### src/rtl/conv_pkg.sv
// Shared sizing and FSM encoding for the conv1d window engine and its output stage.
package conv_pkg;

    localparam int unsigned DATA_W  = 16;
    localparam int unsigned N_IN    = 19;
    localparam int unsigned K       = 3;
    localparam int unsigned FRAC    = 8;
    localparam int unsigned ACC_W   = 2 * DATA_W + $clog2(K);
    localparam int unsigned ADDR_W  = 5;
    localparam int unsigned N_OUT   = N_IN - K + 1;
    localparam int unsigned TAP_W   = $clog2(K);
    localparam int unsigned WADDR_W = 2;

    typedef enum logic [2:0] {
        ST_IDLE,
        ST_FETCH,
        ST_DRAIN,
        ST_EMIT,
        ST_DONE
    } conv_state_e;

endpackage

### src/rtl/shift_sat.sv
// Arithmetic shift of a Q-format accumulator by FRAC, then saturation to DATA_W bits.
module shift_sat
    import conv_pkg::*;
(
    input  logic signed [ACC_W-1:0]  acc_i,
    output logic        [DATA_W-1:0] sat_o
);

    localparam logic signed [ACC_W-1:0] MAX_V = ACC_W'((1 << (DATA_W - 1)) - 1);
    localparam logic signed [ACC_W-1:0] MIN_V = ~MAX_V;

    logic signed [ACC_W-1:0] shifted;

    always_comb begin
        shifted = acc_i >>> FRAC;
        if (shifted > MAX_V) begin
            sat_o = MAX_V[DATA_W-1:0];
        end else if (shifted < MIN_V) begin
            sat_o = MIN_V[DATA_W-1:0];
        end else begin
            sat_o = shifted[DATA_W-1:0];
        end
    end

endmodule

### src/rtl/conv1d_window_engine.sv
// Slides a K-tap kernel over the input RAM, one MAC per fetched sample, and
// streams saturated window results over a valid/ready handshake.
module conv1d_window_engine
    import conv_pkg::*;
(
    input  logic               clk,
    input  logic               rst,
    input  logic               start,
    input  logic               w_we,
    input  logic [WADDR_W-1:0] w_addr,
    input  logic [DATA_W-1:0]  w_data,
    output logic [ADDR_W-1:0]  ram_addr_read,
    output logic               ram_read_enable,
    input  logic [DATA_W-1:0]  ram_data_out,
    output logic               out_valid,
    input  logic               out_ready,
    output logic [DATA_W-1:0]  out_data,
    output logic [ADDR_W-1:0]  out_index,
    output logic               busy,
    output logic               done
);

    conv_state_e             state_q, state_d;
    logic [ADDR_W-1:0]       i_q, i_d;
    logic [TAP_W-1:0]        j_q, j_d;
    logic signed [ACC_W-1:0] acc_q, acc_d;
    logic signed [DATA_W-1:0] w_q [K];

    logic [ADDR_W-1:0]       addr_q, addr_d;
    logic                    rd_en_q, rd_en_d;
    logic                    valid_q, valid_d;
    logic [DATA_W-1:0]       data_q, data_d;
    logic [ADDR_W-1:0]       index_q, index_d;
    logic                    busy_q, busy_d;
    logic                    done_q, done_d;

    logic [TAP_W-1:0]          tap;
    logic signed [DATA_W-1:0]  w_sel;
    logic signed [2*DATA_W-1:0] prod;
    logic [DATA_W-1:0]         sat_res;
    logic                      w_wr;

    // Data returned now belongs to the read issued last cycle, i.e. tap j-1.
    assign tap   = (state_q == ST_FETCH && j_q != '0) ? j_q - TAP_W'(1) : TAP_W'(K - 1);
    assign w_sel = w_q[tap];
    assign prod  = (2*DATA_W)'($signed(ram_data_out)) * (2*DATA_W)'(w_sel);
    assign w_wr  = (state_q == ST_IDLE) && w_we && (32'(w_addr) < K);

    shift_sat u_shift_sat (
        .acc_i (acc_d),
        .sat_o (sat_res)
    );

    always_comb begin
        state_d = state_q;
        i_d     = i_q;
        j_d     = j_q;
        acc_d   = acc_q;
        case (state_q)
            ST_IDLE: begin
                if (start) begin
                    state_d = ST_FETCH;
                    i_d     = '0;
                    j_d     = '0;
                    acc_d   = '0;
                end
            end
            ST_FETCH: begin
                if (j_q != '0) begin
                    acc_d = acc_q + ACC_W'(prod);
                end
                if (j_q == TAP_W'(K - 1)) begin
                    state_d = ST_DRAIN;
                end else begin
                    j_d = j_q + TAP_W'(1);
                end
            end
            ST_DRAIN: begin
                acc_d   = acc_q + ACC_W'(prod);
                state_d = ST_EMIT;
            end
            ST_EMIT: begin
                if (out_ready) begin
                    if (i_q == ADDR_W'(N_OUT - 1)) begin
                        state_d = ST_DONE;
                    end else begin
                        state_d = ST_FETCH;
                        i_d     = i_q + ADDR_W'(1);
                        j_d     = '0;
                        acc_d   = '0;
                    end
                end
            end
            ST_DONE: state_d = ST_IDLE;
            default: state_d = ST_IDLE;
        endcase

        // Outputs are registered copies of what the next state presents.
        rd_en_d = (state_d == ST_FETCH);
        addr_d  = rd_en_d ? i_d + ADDR_W'(j_d) : addr_q;
        valid_d = (state_d == ST_EMIT);
        data_d  = (state_q == ST_DRAIN) ? sat_res : data_q;
        index_d = (state_q == ST_DRAIN) ? i_q : index_q;
        busy_d  = (state_d != ST_IDLE);
        done_d  = (state_d == ST_DONE);
    end

    always_ff @(posedge clk or posedge rst) begin
        if (rst) begin
            state_q <= ST_IDLE;
            i_q     <= '0;
            j_q     <= '0;
            acc_q   <= '0;
            addr_q  <= '0;
            rd_en_q <= 1'b0;
            valid_q <= 1'b0;
            data_q  <= '0;
            index_q <= '0;
            busy_q  <= 1'b0;
            done_q  <= 1'b0;
            for (int unsigned k = 0; k < K; k++) begin
                w_q[k] <= '0;
            end
        end else begin
            state_q <= state_d;
            i_q     <= i_d;
            j_q     <= j_d;
            acc_q   <= acc_d;
            addr_q  <= addr_d;
            rd_en_q <= rd_en_d;
            valid_q <= valid_d;
            data_q  <= data_d;
            index_q <= index_d;
            busy_q  <= busy_d;
            done_q  <= done_d;
            if (w_wr) begin
                w_q[w_addr] <= w_data;
            end
        end
    end

    assign ram_addr_read   = addr_q;
    assign ram_read_enable = rd_en_q;
    assign out_valid       = valid_q;
    assign out_data        = data_q;
    assign out_index       = index_q;
    assign busy            = busy_q;
    assign done            = done_q;

endmodule
### config.mk
export PLATFORM = sky130hd
export DESIGN_NAME = conv1d_window_engine
export DESIGN_NICKNAME = d
export VERILOG_FILES = /design/src/rtl/conv_pkg.sv /design/src/rtl/shift_sat.sv /design/src/rtl/conv1d_window_engine.sv
export SDC_FILE = /design/constraint.sdc
export NUM_CORES = 1
export LEC_CHECK = 0
export BUFFER_PORTS_ARGS = -buffer_cell sky130_fd_sc_hd__buf_2
export CAP_MARGIN = 20
export CORE_MARGIN = 3
export CORE_UTILIZATION = 60
export DETAILED_ROUTE_END_ITERATION = 12
export PLACE_DENSITY = 0.78
export SYNTH_ARGS = -nofsm -noshare
export SYNTH_HDL_FRONTEND = slang
export SYNTH_HIERARCHICAL = 1
export SYNTH_SLANG_ARGS = --single-unit
### constraint.sdc
create_clock -name clk -period 15.3 [get_ports clk]
set_clock_uncertainty 0.15 [all_clocks]
set_input_delay 0.765 -clock clk [delete_from_list [all_inputs] [get_ports clk]]
set_output_delay 0.765 -clock clk [all_outputs]
set_load 0.005 [all_outputs]
# Word-level counts from Yosys, hierarchy flattened
# Index checks and enable logic that the tools add are counted.
dict set report classes {
  order_cmp 6
  eq_ne 12
  mul 1
  add_sub_neg 5
  n_bitwise 2
  n_mux 28
  reduce_logical 9
}
# cell n
set op_table {}
lappend op_table {{2-to-1 mux 34 bit} 4}
lappend op_table {{one-hot mux 34 bit (4 select lines)} 1}
lappend op_table {{2-to-1 mux 16 bit} 5}
lappend op_table {{bitwise mux 48 bit} 1}
lappend op_table {{adder 34 x 32 -> 34 bit} 1}
lappend op_table {{binary-select mux 16 bit (select 2 bit)} 1}
lappend op_table {{demux 16 bit (select 2 bit)} 1}
lappend op_table {{multiplier 16 x 16 -> 32 bit} 1}
lappend op_table {{greater-than comparator 26 x 16 -> 1 bit (second input constant)} 1}
lappend op_table {{less-than comparator 26 x 16 -> 1 bit (second input constant)} 1}
lappend op_table {{2-to-1 mux 5 bit} 3}
lappend op_table {{2-to-1 mux 3 bit} 4}
lappend op_table {{one-hot mux 3 bit (4 select lines)} 1}
lappend op_table {{2-to-1 mux 2 bit} 5}
lappend op_table {{one-hot mux 5 bit (2 select lines)} 1}
lappend op_table {{== test 3 x 2 -> 1 bit (second input constant)} 3}
lappend op_table {{== test 3 x 1 -> 1 bit (second input constant)} 2}
lappend op_table {{greater-or-equal comparator 3 bit (second input constant)} 2}
lappend op_table {{!= test 2 bit (second input constant)} 3}
lappend op_table {{NOT 2 -> 3 bit} 2}
lappend op_table {{one-hot mux 2 bit (3 select lines)} 1}
lappend op_table {{adder 5 x 1 -> 5 bit (second input constant)} 1}
lappend op_table {{adder 5 x 2 -> 5 bit} 1}
lappend op_table {{== test 5 bit (second input constant)} 1}
lappend op_table {{other kinds (13)} 16}
dict set report word_totals {
  reg_bits 122
}

# Depth between registers and ports, before layout
# Gate-level depths: netlist (run 1).
dict set report depth {
  word_depth 14
  mapped_depth 38
  depth_no_buf 32
}

# Hierarchy
# The synthesis (run 1) kept the hierarchy.
# module seq_area_each_um2 cells_per_inst instances area_each_um2
set modules_own_cells {}
lappend modules_own_cells {conv1d_window_engine 3052.9 1632 1 16467.0}
lappend modules_own_cells {shift_sat 0.0 47 1 327.8}

# Least setup slack after synthesis (run 1)
# No wires, ideal clock.
dict set report synth_path {
  path_type {register -> register}
  from {register j_q[0]}
  to {register data_q[10] (netlist: out_data[10])}
  required_ns 15.025
  t_arrival_ns 8.807
  path_slack_ns 6.218
  path_buffers 5
  stages_incl_launch_ff 36
  cell_sequence {dfrtp_1 inv_2 buf_1 ha_1 or4b_4 buf_6 clkbuf_1 a22oi_1 o21ai_1 buf_2 nand2_1 inv_1 fa_1 inv_1 fa_1 fa_1 inv_1 fa_1 fa_1 inv_1 fa_1 inv_1 ha_1 a21o_1 o21a_1 a311o_1 o21bai_1 o41a_1 o21ai_1 a31o_1 a221o_1 nor4_1 nand3_1 buf_6 a2bb2oi_1 mux2_2}
}
dict set report synth_between {
  elab_chain_cells 14
  elab_cells_between_ends 16
  cone_classes {add/sub: 2; mul: 1; order compare: 2; mux: 8; bitwise: 1; reduce/logical: 2}
}
# item line_no
set synth_lines {}
lappend synth_lines {{start: declaration} conv1d_window_engine.sv:25} ;# logic [TAP_W-1:0] j_q, j_d;
lappend synth_lines {{start signal: assignment} conv1d_window_engine.sv:127} ;# j_q <= j_d;
lappend synth_lines {{parallel branches: the longest is 10 deep, another holds adder 34 x 32 -> 34 bit} n/a}
lappend synth_lines {{one-hot mux 34 bit (4 select lines) *} conv1d_window_engine.sv:59} ;# case (state_q)
lappend synth_lines {{named net acc_d[31]} conv1d_window_engine.sv:26} ;# logic signed [ACC_W-1:0] acc_q, acc_d;
lappend synth_lines {{less-than comparator 26 x 16 -> 1 bit} shift_sat.sv:18} ;# end else if (shifted < MIN_V) begin
lappend synth_lines {{2-to-1 mux 16 bit} shift_sat.sv:18}
lappend synth_lines {{2-to-1 mux 16 bit *} shift_sat.sv:16} ;# if (shifted > MAX_V) begin
lappend synth_lines {{named net sat_res[10]} conv1d_window_engine.sv:40} ;# logic [DATA_W-1:0] sat_res;
lappend synth_lines {{end signal: assignment} conv1d_window_engine.sv:132} ;# data_q <= data_d;
lappend synth_lines {{end: declaration} conv1d_window_engine.sv:32} ;# logic [DATA_W-1:0] data_q, data_d;
# Mark *: on every way through the listed nets, which the timed path passes. The select of a mux whose other input is x is not followed.
# A chain may end at the register's enable or synchronous reset.

# Final worst setup path (run 1)
dict set report layout_path {
  from {register j_q[0]}
  to {register data_q[4] (netlist: out_data[4])}
}
# Same word-level chain as after synthesis.

==> results of run 1 <==
[Yosys cell counts (all sizes together) (5+ instances only)]
cell type / count
buf: 30
nand2: 166
mux2: 69
a2bb2oi: 15
a32o: 6
a21oi: 35
dfrtp: 122
a22o: 9
nand3: 13
a211oi: 5
a21o: 8
and2: 122
clkbuf: 36
xor2: 11
nor2: 39
xnor2: 23
fa: 306
a22oi: 29
ha: 109
nand4: 20
inv: 361
nor3: 13
o21ai: 57
[worst register-to-register path, delay by kind of cell, from the launching register on]
family	cells	cell delay, ns
adders and majority gates	8	3.97
AOI/OAI and AO/OA	9	2.47
and+or+nand+nor	5	2.21
buffers and inverters	5	0.94
DFF	1	0.41
muxes	1	0.31
[through the flow]
step | worst slack, ns | instances | util | hold WS, ns
floorplan | 6.22 | 1679 | - | 0.306
global placement | 5.01 | 2072 | 0.640 | 0.318
detailed placement | 4.59 | 2072 | 0.640 | 0.325
CTS | 4.55 | 2103 | 0.661 | 0.243
global route | 4.07 | 2106 | 0.662 | 0.268
finish | 4.72 | 2106 | 0.662 | 0.229
[cell families (layout without fill, tap and decap cells)]
kind of cell,after synthesis,count (layout)
buf+inv,429,484
fa+ha+maj,415,415
simple gates,406,406
compound gates,201,201
flops,122,122
mux,72,72
xor+xnor,34,34
[how the worst min path moves through the flow]
| stage | start | to | cells past startpoint |
|---|---|---|---|
| finish | rst | out_data[3]$_DFFE_PP0P_ | 2 |
| detailed placement | out_index[1]$_DFFE_PP0P_ | out_index[1]$_DFFE_PP0P_ | 2 |
| global route | rst | out_data[7]$_DFFE_PP0P_ | 2 |
| floorplan | acc_q[5]$_DFF_PP0_ | acc_q[5]$_DFF_PP0_ | 2 |
| global placement | out_index[1]$_DFFE_PP0P_ | out_index[1]$_DFFE_PP0P_ | 2 |
| CTS | rst | out_data[10]$_DFFE_PP0P_ | 2 |
[area by class of cell]
cell class                 instances  share of cell area
sequential                       122               0.169
clock inverter                     7             0.00367
tap                              372              0.0258
clock buffer                      24              0.0272
multi-input combinational       1128               0.669
inverter                         363              0.0757
timing repair buffer              90              0.0291
[placed cells by master (no fill, tap or decap), types with 38 or more instances in the layout]
| cell | instances |
|---|---|
| sky130_fd_sc_hd__ha_1 | 109 |
| sky130_fd_sc_hd__nand2_1 | 165 |
| sky130_fd_sc_hd__inv_1 | 358 |
| sky130_fd_sc_hd__and2_1 | 121 |
| sky130_fd_sc_hd__mux2_2 | 69 |
| sky130_fd_sc_hd__buf_2 | 68 |
| sky130_fd_sc_hd__fa_1 | 306 |
| sky130_fd_sc_hd__dfrtp_1 | 122 |
| sky130_fd_sc_hd__o21ai_0 | 38 |
| sky130_fd_sc_hd__nor2_1 | 38 |
[flip-flops by register name, summed over array words and instances (netlist names), 2 cells and up]
name	cells
w_q	48
j_q	2
acc_q	34
i_q	5
state_q	3
out_data	16
out_index	5
ram_addr_read	5
[routing by layer]
metal  GRT usage  up-vias
met5           0        -
li1            -     5339
met3      0.0587       47
met4      0.0642        0
met1       0.377     6059
met2       0.401      408
==> parameters.txt, run 1 <==
Parameter                              Value

Route
  Sum of met2 wire segment lengths after detailed routing ... 17000 um
  DRT antenna net count ... 0
  Number of iterations in the first detailed-routing pass ... 5
  Total length of routed wires ... 36500 um
  Per-cell via count in the routed design ... 5.63
  Wire length per cell ... 17.3 um
  DRC viols ... 0
  Detail Route met3 WL ... 2560 um
  Initial DRC count ... 860
  Met1 Wirelength ... 16400 um
  Uppermost routed layer ... met4
  Total via count in the routed design ... 11853

Placement
  Port buffer count ... 68
  Routability congestion estimate from global placement ... 0.873
  DPL Wire Length ... 29800 um
  Placed cell area ... 17400 sq um

Synthesis
  Share of the synthesized netlist area taken by xor and xnor gates ... 0.0182
  Post-synthesis sequential element count ... 122
  Dominant synthesized flop cell ... sky130_fd_sc_hd__dfrtp_1
  Avg Synthesized Cell Area ... 10.0 sq um
  Share of the yosys chip area belonging to registers ... 0.182
  Dominant cells by area after synthesis ... sky130_fd_sc_hd__fa_1 (36%), sky130_fd_sc_hd__dfrtp_1 (18%), sky130_fd_sc_hd__ha_1 (8.1%)
  Library cells used by synthesis ... 82
  Synth warnings ... 6
  Adder-cell share of the synthesized area ... 0.446
  Share of synthesized flip-flops with an asynchronous set or reset ... 1.00
  Compound-gate portion of the synthesized area ... 0.0840
  Count of mapped cells out of synthesis ... 1679
  Number of enable-type register cells in the synthesized netlist ... 0
  Mux share of post-synthesis cell area ... 0.0481
  Fraction of the mapped netlist area in simple logic gates ... 0.122
  Combinational family with the most area after synthesis ... adder cells
  Area of the mapped netlist ... 16800 sq um
  Synthesized net count ... 2133
  Yosys top cell area share ... 0.365
  Cell taking the most area after synthesis ... sky130_fd_sc_hd__fa_1

Clock tree
  TritonCTS clock tree ... yes
  Clock slew seen by the registers of the worst setup and hold paths ... 0.05 ns
  Hold Buf Count CTS ... 0
  CTS buffer count ... 17
  Total clock sinks ... 122
  Clock tree buffer depth ... 2
  Clk_lat worst skew ... 0.43 ns
  Total of cells resized after clock tree synthesis ... 0
  Post-CTS Setup Repair Bufs ... 0
  Clk Tree Root Cell ... sky130_fd_sc_hd__clkbuf_16
  H-tree lvl count ... 4

Worst setup path
  CP bufs+invs ... 5
  Worst Path Class, Setup ... reg -> reg
  Critical Path Sink Type ... flip-flop
  Kind of start point of the critical path ... flip-flop
  R2R setup slack ... 4.72 ns
  Worst EP required ... 15.46 ns
  Depth of the worst register-to-register path ... 28
  Cell mode on critical path ... sky130_fd_sc_hd__fa_1
  Worst setup path end ... out_data[4]$_DFFE_PP0P_
  Delay contributed by the slowest stage of the critical path ... 0.99 ns
  Start point of the critical path ... j_q[0]$_DFF_PP0_
  Arrival @ worst endpoint ... 10.74 ns
  RR Startpoint ... j_q[0]$_DFF_PP0_
  CP delay by family, top ... adder cells
  Critical path fanouts, max ... 20
  Slowest cell on the critical path ... sky130_fd_sc_hd__nor3_2
  End of the worst register-to-register path ... out_data[4]$_DFFE_PP0P_
  Logic depth of the worst path, buffers included ... 28

Finish
  Growth of design area from synthesis to finish ... 7.47%
  Area of the multi-input gates ... 12100 sq um
  Fraction of final layout cells sized beyond drive strength 1 ... 0.124
  Total Nets Final ... 2176
  Count of antenna diodes in the layout ... 0
  Number of filler instances in the final layout ... 2105
  Sequential Area ... 3050 sq um
  Post-route cell area ... 18000 sq um

Status
  Run status ... finished, final reports clean

Timing
  Max transition margin ... 0.281
  Number of endpoints failing setup at the final stage ... 0
  Number of pins exceeding their max-slew limit in the final report ... 0
  Final Hold Violating Endpoints ... 0
  Post-route minimum period ... 10.58 ns
  Highest clock rate ... 94.5 MHz
  Total Neg Setup Slack ... 0 ns
  Final cycle utilization of the critical path ... 0.691
  Pin slew with the least headroom to its limit ... 1.07 ns
  RSZ-0062 raised after global routing ... false

Global routing
  Global-route wire length before repair ... 63500 um
  Number of antenna violations at the first check in global routing ... 0
  GRT Residual Overflow ... 0
  Total GRT Usage ... 0.260
  Largest net degree at the start of global routing ... 81
  Number of global-route vias before repair ... 12758

Floorplan
  Die boundary width ... 173 um
  Core area ... 27300 sq um
  Count of pins on the block boundary ... 69
  Chip height ... 173 um
  Initial Utilization ... 0.616
  Site Rows ... 60
  Floorplan die area ... 30000 sq um

Min path
  Path category of the worst min-delay check ... in -> async

Job
  Reported max-cap violation count ... 0
Power of run 1 is left out: the tool's default activity adds up to more than one toggle a clock period on the data nets, which glitch-free logic cannot reach.
==> inputs of run 2 (changes only) <==
Clock period 15.3 ns to 10.2 ns, I/O delays scaled along.
==> parameters.txt, run 2 (synthesis results as in run 1) <==
Parameter                              Value

Status
  Run status ... finished, final reports clean (unchanged)

Worst setup path
  Worst Path Class, Setup ... reg -> reg (unchanged)
  R2R setup slack ... 0.58 ns (was 4.72 ns)
  Slowest cell on the critical path ... sky130_fd_sc_hd__fa_1 (was sky130_fd_sc_hd__nor3_2)
  Delay contributed by the slowest stage of the critical path ... 0.76 ns (was 0.99 ns)
  Worst EP required ... 10.36 ns (was 15.46 ns)
  Depth of the worst register-to-register path ... 29 (was 28)
  Arrival @ worst endpoint ... 9.79 ns (was 10.74 ns)
  Cell mode on critical path ... sky130_fd_sc_hd__fa_1 (unchanged)
  Critical path fanouts, max ... 20 (unchanged)
  Critical Path Sink Type ... flip-flop (unchanged)
  RR Startpoint ... j_q[0]$_DFF_PP0_ (unchanged)
  End of the worst register-to-register path ... out_data[10]$_DFFE_PP0P_ (was out_data[4]$_DFFE_PP0P_)
  Kind of start point of the critical path ... flip-flop (unchanged)

Min path
  Path category of the worst min-delay check ... in -> async (unchanged)

Placement
  Pre-CTS setup slack ... 0.281 ns (was 4.59 ns)
  Port buffer count ... 68 (unchanged)
  Placed cell area ... 17500 sq um (was 17400 sq um)
  DPL Wire Length ... 30500 um (was 29800 um)
  Routability congestion estimate from global placement ... 0.876 (was 0.873)

Timing
  Highest clock rate ... 104 MHz (was 94.5 MHz)
  Number of pins exceeding their max-slew limit in the final report ... 0 (unchanged)
  Max transition margin ... 0.397 (was 0.281)
  PnR worst setup slack ... 0.579 ns (was 4.72 ns)
  Number of endpoints failing setup at the final stage ... 0 (unchanged)
  Pin slew with the least headroom to its limit ... 0.903 ns (was 1.07 ns)
  RSZ-0062 raised after global routing ... false (unchanged)
  Final cycle utilization of the critical path ... 0.943 (was 0.691)
  Final Hold Violating Endpoints ... 0 (unchanged)
  Post-route minimum period ... 9.62 ns (was 10.58 ns)
  Total Neg Setup Slack ... 0 ns (unchanged)

Clock tree
  Total of cells resized after clock tree synthesis ... 0 (unchanged)
  CTS buffer count ... 17 (unchanged)
  H-tree lvl count ... 4 (unchanged)
  Clock tree buffer depth ... 2 (unchanged)
  TritonCTS clock tree ... yes (unchanged)
  Clk_lat worst skew ... 0.43 ns (about the same)
  Post-CTS Setup Repair Bufs ... 0 (unchanged)
  Total clock sinks ... 122 (unchanged)
  Clock slew seen by the registers of the worst setup and hold paths ... 0.06 ns (was 0.05 ns)
  Clk Tree Root Cell ... sky130_fd_sc_hd__clkbuf_16 (unchanged)
  Hold Buf Count CTS ... 0 (unchanged)

Floorplan
  Site Rows ... 60 (unchanged)
  Die boundary width ... 173 um (unchanged)
  Floorplan die area ... 30000 sq um (unchanged)
  Count of pins on the block boundary ... 69 (unchanged)
  Initial Utilization ... 0.616 (unchanged)
  Chip height ... 173 um (unchanged)
  Core area ... 27300 sq um (unchanged)

Finish
  Largest reg by FF count ... w_q (unchanged)
  Post-route cell area ... 18100 sq um (was 18000 sq um)
  Leading cell types in the layout, fill and taps excluded ... sky130_fd_sc_hd__inv_1 (358), sky130_fd_sc_hd__fa_1 (306), sky130_fd_sc_hd__nand2_1 (165) (unchanged)
  Flip-flop count of the largest register, all copies and words added ... 48 (unchanged)
  Final design utilization ... 0.666 (was 0.662)
  Fraction of final layout cells sized beyond drive strength 1 ... 0.130 (was 0.124)
  Growth of design area from synthesis to finish ... 8.00% (was 7.47%)
  Count of antenna diodes in the layout ... 0 (unchanged)
  Most common cell after layout, fill and taps aside ... sky130_fd_sc_hd__inv_1 (unchanged)
  Total Nets Final ... 2183 (was 2176)

Global routing
  Number of global-route vias before repair ... 13231 (was 12758)
  Total GRT Usage ... 0.266 (was 0.260)
  GRT Residual Overflow ... 0 (unchanged)
  Global-route wire length before repair ... 65200 um (was 63500 um)
  Number of antenna violations at the first check in global routing ... 0 (unchanged)
  Largest net degree at the start of global routing ... 66 (was 81)

Route
  DRT antenna net count ... 0 (unchanged)
  Initial DRC count ... 751 (was 860)
  DRC viols ... 0 (unchanged)
  Total via count in the routed design ... 11948 (was 11853)
  Number of iterations in the first detailed-routing pass ... 5 (unchanged)
  Total length of routed wires ... 37500 um (was 36500 um)
  Wire length per cell ... 17.7 um (was 17.3 um)
  Per-cell via count in the routed design ... 5.65 (was 5.63)

Job
  Reported max-cap violation count ... 0 (unchanged)
run 2: changes by cell type in the layout (fill, tap and decap cells not counted), sizes merged:
cell,before,now
buf,90,97
clkinvlp,2,5
clkinv,6,4
clkbuf,24,18
inv,361,364
bufinv,1,3
run 2: layout make-up:
cell class | count | area [sq um]
clock buffers | 18 | 439
clock inverters | 13 | 169
fillers | 2063 | 9110
inverters | 363 | 1370
multi-input cells | 1128 | 12100
flip-flops and latches | 122 | 3050
well taps | 372 | 465
repair buffers | 97 | 558
run 2: critical path, delay by kind of cell (launching register included):
family / cells / cell delay [ns]
adder cells (fa/ha/maj): 8 / 3.99
multiplexers: 1 / 0.29
buffers and inverters: 5 / 0.55
AO/OA/AOI/OAI: 9 / 2.25
AND/OR/NAND/NOR: 6 / 1.86
flip-flops: 1 / 0.39
run 2: metrics by stage:
stage | cells | hold slack [ns]
floorplan | 1679 | 0.306
global route | 2113 | 0.165
detailed placement | 2080 | 0.340
global placement | 2080 | 0.336
finish | 2113 | 0.0931
CTS | 2111 | 0.109
run 2: worst max-delay path by stage:
stage / start / end / slack [ns] / cells past startpoint
floorplan: j_q[0]$_DFF_PP0_ / out_data[10]$_DFFE_PP0P_ / 1.12 / 35
global placement: j_q[0]$_DFF_PP0_ / out_data[0]$_DFFE_PP0P_ / 0.54 / 29
detailed placement: j_q[0]$_DFF_PP0_ / out_data[7]$_DFFE_PP0P_ / 0.28 / 32
CTS: j_q[0]$_DFF_PP0_ / out_data[7]$_DFFE_PP0P_ / 0.31 / 29
global route: j_q[0]$_DFF_PP0_ / out_data[4]$_DFFE_PP0P_ / 0.06 / 32
finish: j_q[0]$_DFF_PP0_ / out_data[10]$_DFFE_PP0P_ / 0.58 / 29
run 2: routing by layer:
metal,up-vias,GRT usage,part of all wire
li1,5358,-,-
met1,6069,0.374,0.44
met2,465,0.419,0.47
met5,-,0,0
met3,56,0.0631,0.077
met4,0,0.0713,0.018
Power of run 2 is left out for the same reason.
